`config.mk`:
```
export PLATFORM = sky130hd
export DESIGN_NAME = cv32e40p_x_alu_coproc
export DESIGN_NICKNAME = d
export VERILOG_FILES = /design/src/rtl/cv32e40p_x_alu_coproc.sv
export SDC_FILE = /design/constraint.sdc
export NUM_CORES = 1
export LEC_CHECK = 0
export ABC_AREA = 1
export BUFFER_PORTS_ARGS = -buffer_cell sky130_fd_sc_hd__buf_2
export CORE_MARGIN = 1
export CORE_UTILIZATION = 24
export DETAILED_ROUTE_END_ITERATION = 7
export SLEW_MARGIN = 25
export SYNTH_ARGS = -nofsm -noshare
export SYNTH_HDL_FRONTEND = slang
export SYNTH_SLANG_ARGS = --single-unit
export TNS_END_PERCENT = 100
```
`constraint.sdc`:
```
create_clock -name clk_i -period 7 [get_ports clk_i]
set_input_delay 2.1 -clock clk_i [delete_from_list [all_inputs] [get_ports clk_i]]
set_output_delay 2.1 -clock clk_i [all_outputs]
set_load 0.03 [all_outputs]
```
`src/rtl/cv32e40p_x_alu_coproc.sv`:
```
// Integer coprocessor on the X-interface responder side: decodes CUSTOM-0 ops,
// computes in one registered stage, returns results via a response FIFO.
// Optional: CV32E40P_X_COPROC_ERR_EN enables signed-overflow error reporting.
module cv32e40p_x_alu_coproc #(
    parameter int unsigned DEPTH  = 2,
    parameter logic [6:0]  OPCODE = 7'b0001011
) (
    input  logic              clk_i,
    input  logic              rst_i,
    input  logic              x_valid_i,
    output logic              x_ready_o,
    input  logic [31:0]       x_instr_data_i,
    input  logic [2:0][31:0]  x_rs_i,
    input  logic [2:0]        x_rs_valid_i,
    input  logic              x_rd_clean_i,
    output logic              x_accept_o,
    output logic              x_is_mem_op_o,
    output logic              x_writeback_o,
    output logic              x_rvalid_o,
    input  logic              x_rready_i,
    output logic [4:0]        x_rd_o,
    output logic [31:0]       x_data_o,
    output logic              x_dualwb_o,
    output logic              x_type_o,
    output logic              x_error_o
);

    localparam int unsigned PW = (DEPTH > 1) ? $clog2(DEPTH) : 1;
    localparam int unsigned CW = $clog2(DEPTH + 1);
    localparam logic [CW:0] DEPTH_W = (CW + 1)'(DEPTH);

    logic [6:0]  opcode;
    logic [2:0]  funct3;
    logic [4:0]  rd;
    logic [31:0] rs1, rs2, rs3;
    logic        accept, ops_ok, full, hs, load, push, pop;
    logic [31:0] sum_ab, sum_abc, res;
    logic [5:0]  pc;
    logic [CW:0] occ;
    logic [CW-1:0] cnt_q, cnt_d;
    logic [PW-1:0] wptr_q, rptr_q;
    logic        stg_v_q;
    logic [4:0]  stg_rd_q;
    logic [31:0] stg_data_q;
    logic [4:0]  mem_rd_q   [DEPTH];
    logic [31:0] mem_data_q [DEPTH];
    logic        unused_instr;

    assign opcode = x_instr_data_i[6:0];
    assign rd     = x_instr_data_i[11:7];
    assign funct3 = x_instr_data_i[14:12];
    assign rs1    = x_rs_i[0];
    assign rs2    = x_rs_i[1];
    assign rs3    = x_rs_i[2];
    assign unused_instr = ^x_instr_data_i[31:15];

    assign accept = (opcode == OPCODE) && (funct3 <= 3'b101);

    always_comb begin
        ops_ok = 1'b0;
        case (funct3)
            3'b100:  ops_ok = x_rs_valid_i[0];
            3'b101:  ops_ok = &x_rs_valid_i;
            default: ops_ok = &x_rs_valid_i[1:0];
        endcase
    end

    // Occupancy includes the in-flight stage; same-cycle pops are not credited.
    assign occ  = {1'b0, cnt_q} + {{CW{1'b0}}, stg_v_q};
    assign full = (occ >= DEPTH_W);

    always_comb begin
        x_ready_o = 1'b0;
        if (rst_i)       x_ready_o = 1'b0;
        else if (!accept) x_ready_o = 1'b1;
        else             x_ready_o = ops_ok && x_rd_clean_i && !full;
    end

    assign x_accept_o    = !rst_i && accept;
    assign x_writeback_o = !rst_i && accept && (rd != 5'd0);
    assign x_is_mem_op_o = 1'b0;
    assign x_dualwb_o    = 1'b0;
    assign x_type_o      = 1'b0;

    assign hs   = x_valid_i && x_ready_o;
    assign load = hs && accept && (rd != 5'd0);

    assign sum_ab  = rs1 + rs2;
    assign sum_abc = sum_ab + rs3;

    always_comb begin
        pc = '0;
        for (int i = 0; i < 32; i++) pc = pc + {5'd0, rs1[i]};
    end

    always_comb begin
        res = '0;
        case (funct3)
            3'b000:  res = sum_ab;
            3'b001:  res = rs1 ^ rs2;
            3'b010:  res = ($signed(rs1) < $signed(rs2)) ? rs1 : rs2;
            3'b011:  res = (rs1 > rs2) ? rs1 : rs2;
            3'b100:  res = {26'd0, pc};
            3'b101:  res = sum_abc;
            default: res = '0;
        endcase
    end

    function automatic logic [PW-1:0] ptr_inc(input logic [PW-1:0] p);
        return (p == PW'(DEPTH - 1)) ? '0 : p + PW'(1);
    endfunction

    // The stage drains into the FIFO every cycle; admission guarantees room.
    assign push  = stg_v_q;
    assign pop   = x_rvalid_o && x_rready_i;
    assign cnt_d = cnt_q + CW'(push) - CW'(pop);

    always_ff @(posedge clk_i) begin
        if (rst_i) begin
            stg_v_q    <= 1'b0;
            stg_rd_q   <= '0;
            stg_data_q <= '0;
            cnt_q      <= '0;
            wptr_q     <= '0;
            rptr_q     <= '0;
        end else begin
            stg_v_q <= load;
            if (load) begin
                stg_rd_q   <= rd;
                stg_data_q <= res;
            end
            cnt_q <= cnt_d;
            if (push) wptr_q <= ptr_inc(wptr_q);
            if (pop)  rptr_q <= ptr_inc(rptr_q);
        end
    end

    always_ff @(posedge clk_i) begin
        if (push) begin
            mem_rd_q[wptr_q]   <= stg_rd_q;
            mem_data_q[wptr_q] <= stg_data_q;
        end
    end

    assign x_rvalid_o = (cnt_q != '0);
    assign x_rd_o     = x_rvalid_o ? mem_rd_q[rptr_q] : 5'd0;
    assign x_data_o   = x_rvalid_o ? mem_data_q[rptr_q] : 32'd0;

`ifdef CV32E40P_X_COPROC_ERR_EN
    logic ovf_ab, ovf_abc, err_d, stg_err_q;
    logic mem_err_q [DEPTH];

    assign ovf_ab  = (rs1[31] == rs2[31]) && (sum_ab[31] != rs1[31]);
    assign ovf_abc = (sum_ab[31] == rs3[31]) && (sum_abc[31] != sum_ab[31]);
    assign err_d   = ((funct3 == 3'b000) && ovf_ab) ||
                     ((funct3 == 3'b101) && (ovf_ab || ovf_abc));

    always_ff @(posedge clk_i) begin
        if (rst_i)     stg_err_q <= 1'b0;
        else if (load) stg_err_q <= err_d;
    end

    always_ff @(posedge clk_i) begin
        if (push) mem_err_q[wptr_q] <= stg_err_q;
    end

    assign x_error_o = x_rvalid_o ? mem_err_q[rptr_q] : 1'b0;
`else
    assign x_error_o = 1'b0;
`endif

endmodule

```
Yosys cells after proc, flatten, opt, wreduce, memory -nomap -nowiden
Memories as Yosys holds them, arrays and structs flattened. A register that Yosys moved wholly into a read port is not among the register bits.
Index checks and enable logic that the tools add are counted.
{"block": "totals", "mem_bits_rw": 74, "inputBits": 136, "memories": 2, "regBits": 42, "output_inout_bits": 45}
{"block": "classes", "order_cmp": 4, "n_eq_ne": 6, "muxes": 16, "n_bitwise": 1, "addsub": 38, "n_reduce_logical": 16}
{"name": "mem_data_q", "words": 2, "width": 32, "read_ports": 1, "rd_clocked_by_memory_dff": 1, "write_ports": 1, "line": "46", "text": "logic [31:0] mem_data_q [DEPTH];"}
{"name": "mem_rd_q", "words": 2, "width": 5, "read_ports": 1, "rd_clocked_by_memory_dff": 1, "write_ports": 1, "line": "45", "text": "logic [4:0] mem_rd_q [DEPTH];"}
{"cell": "$pmux 32 s6", "n": 1}
{"cell": "$add 6x1->6", "n": 26}
{"cell": "$mux 32", "n": 3}
{"cell": "$add 32x32->32", "n": 2}
{"cell": "$gt 32x32->1", "n": 1}
{"cell": "$lt 32x32->1", "n": 1}
{"cell": "$xor 32x32->32", "n": 1}
{"cell": "$mux 1", "n": 10}
{"cell": "$logic_and 1x1->1", "n": 9}
{"cell": "$eq 7x4->1 const B", "n": 1}
{"cell": "$add 2x1->3", "n": 2}
{"cell": "$add 5x1->6", "n": 1}
{"cell": "$eq 3x2->1 const B", "n": 2}
{"cell": "$eq 3x3->1 const B", "n": 2}
{"cell": "$add 4x1->5", "n": 1}
{"cell": "$mux 5", "n": 1}
{"cell": "$reduce_bool 5->1", "n": 1}
{"cell": "$add 3x1->4", "n": 1}
{"cell": "$eq 3x1->1 const B", "n": 1}
{"cell": "$ge 3x2->1 const B", "n": 1}
{"cell": "$le 3x3->1 const B", "n": 1}
{"cell": "$logic_not 3->1", "n": 1}
{"cell": "$reduce_and 3->1", "n": 1}
{"cell": "$add 1x1->1 const B", "n": 2}
{"cell": "7 further kinds", "n": 8}

Logic depth before layout (Yosys ltp)
{"block": "logic_depth", "depth_word": 32, "ltp_mapped": 29}

Least setup slack after synthesis
No wires, ideal clock.
{"block": "synth_path", "path_kind": "input to register", "from": "input port x_rs_i[0] (netlist bit)", "to": "register stg_data_q[3]", "path_stages": 23, "slack_ps": 399, "required_ps": 6865, "setup_ps": 135, "arrival_ps": 6466, "n_path_buf": 0, "path_cell_list": "inv_1 -> fa_1 -> fa_1 -> inv_1 -> fa_1 -> fa_1 -> fa_1 -> inv_1 -> fa_1 -> inv_1 -> ha_1 -> nand2_1 -> nand2_1 -> a21oi_1 -> nand2_1 -> nand2_1 -> nor2_1 -> a221oi_1 -> o21ai_0 -> nor2_1 -> nand2_1 -> nand2_1 -> a21oi_2"}
{"block": "synth_between", "elab_chain_cells": 32, "word_cells_on_any_way": 38, "cone_classes": "33 x add/sub; 2 x order compare; 3 x mux"}
{"item": "from (decl)", "line": "13", "text": "input logic [2:0][31:0] x_rs_i,"}
{"item": "$add 1x1->2", "line": "93", "text": "for (int i = 0; i < 32; i++) pc = pc + {5'd0, rs1[i]};"}
{"item": "$add 2x1->3", "line": "93"}
{"item": "$add 3x1->4", "line": "93"}
{"item": "$add 4x1->5", "line": "93"}
{"item": "$add 5x1->6", "line": "93"}
{"item": "$add 6x1->6 (26 in series)", "line": "93"}
{"item": "$pmux 32 s6 (*)", "line": "98", "text": "case (funct3)"}
{"item": "to (signal assigned)", "line": "130", "text": "stg_data_q <= res;"}
{"item": "to (decl)", "line": "44", "text": "logic [31:0] stg_data_q;"}
Mark *: on every way between the ends. The rest lies on a longest branch, timed or not.
A chain may end at the register's enable or synchronous reset.

Worst setup path after layout
{"block": "layout_path", "from": "input port x_rs_i[17] (netlist bit)", "to": "register stg_data_q[3]"}
{"block": "layout_between", "elab_chain_cells": 16, "word_cells_on_any_way": 20, "cone_classes": "15 x add/sub; 2 x order compare; 3 x mux"}
{"item": "$add 6x1->6 (15 in series)", "line": "93"}
{"item": "$pmux 32 s6 (*)", "line": "98"}
Marked as above.

==> summary by stage <==
Yosys
The number of instances in the synthesized netlist is 1,869. The top cell type's share of synthesized area is 0.181. The number of enable flip-flop cells after synthesis is 74. Of all flip-flops after synthesis, the portion carrying an async set or reset was 0.

In this run, synthesis produced a sequential element count of 117. By area the synthesized netlist is led by sky130_fd_sc_hd__edfxtp_1 18%, sky130_fd_sc_hd__nand2_1 17%, sky130_fd_sc_hd__ha_1 11%. Synthesis instantiated 53 different standard cells from the library. Of all cell types, the one taking the most synthesized area is sky130_fd_sc_hd__edfxtp_1. Summing every instance area after synthesis gives 12,300 um2. The most common flop cell mapped by yosys is sky130_fd_sc_hd__edfxtp_1. In the post-synthesis netlist, the cell with the most instances is sky130_fd_sc_hd__nand2_1. The part of the Yosys area used for sequential elements is 0.251. The Yosys warning count is 0. Averaged over all synthesized cells, the footprint is 6.56 um2. The commonest cells after synthesis are 558 x sky130_fd_sc_hd__nand2_1, 272 x sky130_fd_sc_hd__inv_1, 170 x sky130_fd_sc_hd__nor2_1, 154 x sky130_fd_sc_hd__a21oi_1, 154 x sky130_fd_sc_hd__nand3_1.

Place
After detailed placement, the total cell area comes to 13,900 um2. The placer congestion estimate is 1.01. Detailed placement ended at an HPWL of 37,000 um.

The count of buffers inserted at the top-level ports is 159. The worst slack at placement is -0.0320 ns. The number of instances in the placed design is 2,679.

Worst setup path
The data arrival time of the critical path is 6.93 ns. The cell family contributing the most delay on the critical path is adder cells. The required time at the endpoint of the critical path is 7.32 ns.

In this run the worst path has a maximum fanout of 2. The endpoint class of the critical path is a flip-flop. The critical path class is input port to flip-flop. The critical path buffer and inverter count is 5.

The type of origin of the critical path is an input port. Traced cell by cell, the critical path runs through buf_2 -> fa_1 -> inv_1 -> fa_1 -> inv_1 -> fa_1 -> fa_1 -> fa_1 -> inv_1 -> fa_1 -> inv_1 -> ha_1 -> nand2_1 -> nand2_1 -> a21oi_1 -> nand2_1 -> nand2_1 -> nor2_1 -> a221oi_1 -> o21ai_0 -> nor2_1 -> nand2_1 -> nand2_1 -> a21oi_2. The largest single stage delay on the critical path is 0.55 ns.

The largest individual stage delay along the critical path comes from the cell sky130_fd_sc_hd__fa_1.

STA
Adding up every negative setup slack in the final design gives 0 ns. The clock arrives with 0.0113 ns of skew. The setup slack of the critical path after layout is 0.386 ns. Hold timing on the final database bottoms out at a slack of 0.447 ns. The final hold violation count is 0.

The max-slew violation count is 0. The actual transition at the worst max-transition pin is 0.933 ns. In this run the tightest slew margin relative to its limit is 0.373. Setup repair after global routing left no endpoint under its margin. The count of endpoints failing setup in the final report is 0. Based on the critical path, the design can be clocked at up to 151 MHz. Dividing the final minimum period by the clock period gives 0.945.

After layout, the minimum clock period comes to 6.61 ns.

Clocking
The clock latency reported for the late side of the worst-skew pair is 0.45 ns. After clock tree synthesis, the clock-pin slew on the worst setup and hold paths is 0.05 ns. The number of hold buffers added after CTS was 0. The clock root buffer master is sky130_fd_sc_hd__clkbuf_16. The number of setup buffers added after CTS is 0. The longest clock path from root to sink contains 3 buffers. TritonCTS created 25 clock buffers. The CTS tree is built. In this run the number of H-tree levels came out at 4. The number of sinks on the clock net is 117.

The post-CTS resize count is 0.

GRT
The overall fraction of global-route tracks in use is 0.169. For this run the aggregate overflow at the end of global routing stands at 0. The number of antenna violations at the first check in global routing is 4. The first global-routing pass estimated 67,900 um of wire.

The number of global-route vias before repair is 11,911. The largest net degree at the start of global routing is 39.

Routing
In this run, the number of DRC markers left after iteration 0 of detailed routing was 980. Before antenna repair, the detailed router went through 6 iterations. Dividing the detail-routed wire length by the instance count gives 16.5 um. The final wirelength is 44,900 um. The remaining design rule violation count is 0. Using the TritonRoute via totals, the vias-per-cell ratio works out to 4.65. The post-detailed-route count of antenna-violating nets is 0.

The routed layout has 12,625 vias.

Floorplanning
The die covers 52,000 um2. For this configuration, the core starts out at a cell density of 0.244. After floorplanning, the core was divided into 82 placement rows.

The horizontal die dimension is 228 um. In this run the vertical extent of the chip is 228 um. The I/O pin count is 181. The total core area is 50,300 um2.

Pwr
The leakage component of the power is 7.15 nW. The post-route total power is 3.35 mW. VDD sags by at most 0.150 mV. The areal power density over the cells is 230 nW/um2.

Cells and area
Measured on the finished design, the core utilization comes to 0.289. With fillers left out, the area of the finished cells amounts to 14,500 um2. The area growth from synthesis to layout is 18.6%. The final-stage net count is 2,301. Of the cells placed in the final design, the portion with a size suffix greater than 1 is 0.129. The count of cells in the finished layout, fillers not included, comes to 2,715.

Run
The number of max-cap violations is 0.

Hold path
The min-delay analysis places its worst path in the category flip-flop to flip-flop.

Run status
The run finished with clean final reports.
-- worst paths after layout --
check | cells after the start | start | endpoint | slack [ns]
max | 24 | x_rs_i[17] | stg_data_q[3]$_SDFFE_PP0P_ | 0.39
min | 0 | stg_data_q[8]$_SDFFE_PP0P_ | mem_data_q[1][8]$_DFFE_PP_ | 0.45
max reg2reg | 10 | cnt_q[0]$_SDFF_PP0_ | cnt_q[1]$_SDFF_PP0_ | 4.72
min reg2reg | 0 | stg_data_q[8]$_SDFFE_PP0P_ | mem_data_q[1][8]$_DFFE_PP_ | 0.45
-- routing by layer --
| layer | part of all wire | track usage |
|---|---|---|
| met1 | 0.43 | 0.221 |
| met2 | 0.46 | 0.282 |
| met3 | 0.067 | 0.0216 |
| met4 | 0.036 | 0.0665 |
| met5 | 0.00085 | 0 |
-- report_power, final --
part / leakage, nW / switching (mW) / internal, mW
Combinational: 5.76 / 1.10 / 0.578
Sequential: 1.05 / 0.00236 / 0.731
Clock: 0.330 / 0.300 / 0.643
-- cells in the final DEF (no fill, tap or decap), types with 5 or more instances in the layout --
cell type | synthesis | layout
sky130_fd_sc_hd__dfxtp_1 | 43 | 43
sky130_fd_sc_hd__xor2_1 | 16 | 16
sky130_fd_sc_hd__nand3_1 | 154 | 154
sky130_fd_sc_hd__buf_2 | 12 | 159
sky130_fd_sc_hd__a21oi_1 | 154 | 154
sky130_fd_sc_hd__o21ai_0 | 57 | 57
sky130_fd_sc_hd__or2_2 | 6 | 6
sky130_fd_sc_hd__buf_4 | 10 | 30
sky130_fd_sc_hd__o211ai_1 | 24 | 24
sky130_fd_sc_hd__o21ai_1 | 6 | 6
sky130_fd_sc_hd__nor2_1 | 170 | 167
sky130_fd_sc_hd__inv_1 | 272 | 272
sky130_fd_sc_hd__nor3_1 | 23 | 21
sky130_fd_sc_hd__and2_1 | 16 | 16
sky130_fd_sc_hd__clkbuf_16 | 0 | 25
sky130_fd_sc_hd__o21bai_1 | 11 | 11
sky130_fd_sc_hd__a21oi_2 | 6 | 6
sky130_fd_sc_hd__edfxtp_1 | 74 | 74
sky130_fd_sc_hd__fa_1 | 26 | 26
sky130_fd_sc_hd__ha_1 | 105 | 105
sky130_fd_sc_hd__nand2_1 | 558 | 558
sky130_fd_sc_hd__o211ai_2 | 5 | 5
sky130_fd_sc_hd__inv_2 | 6 | 6
sky130_fd_sc_hd__a21o_1 | 6 | 6
sky130_fd_sc_hd__nand4_1 | 20 | 20
sky130_fd_sc_hd__nand3b_1 | 10 | 10
-- kinds of logic after synthesis --
family                   share of synthesized area
adder cells (fa/ha/maj)                      0.150
flip-flops                                   0.251
XOR/XNOR                                    0.0143
AND/OR/NAND/NOR                              0.341
buffers and inverters                        0.110
AO/OA/AOI/OAI                                0.134
other                                     0.000306
-- flip-flops by register name, indices dropped and copies added, names as in the netlist, named ones only --
| signal | count |
|---|---|
| mem_rd_q | 10 |
| wptr_q | 1 |
| push | 1 |
| cnt_q | 2 |
| rptr_q | 1 |
| stg_rd_q | 5 |
| stg_data_q | 32 |
| mem_data_q | 64 |
-- area by class of cell --
| type | instances | area (um2) |
|---|---|---|
| well taps | 672 | 841 |
| flip-flops and latches | 117 | 3080 |
| clock inverters | 4 | 17.5 |
| clock buffers | 29 | 651 |
| multi-input cells | 1421 | 7880 |
| repair buffers | 189 | 1020 |
| fillers | 5689 | 35700 |
| diodes | 3 | 7.51 |
| inverters | 280 | 1050 |
Note: power is estimated with default switching activity, not from simulation.
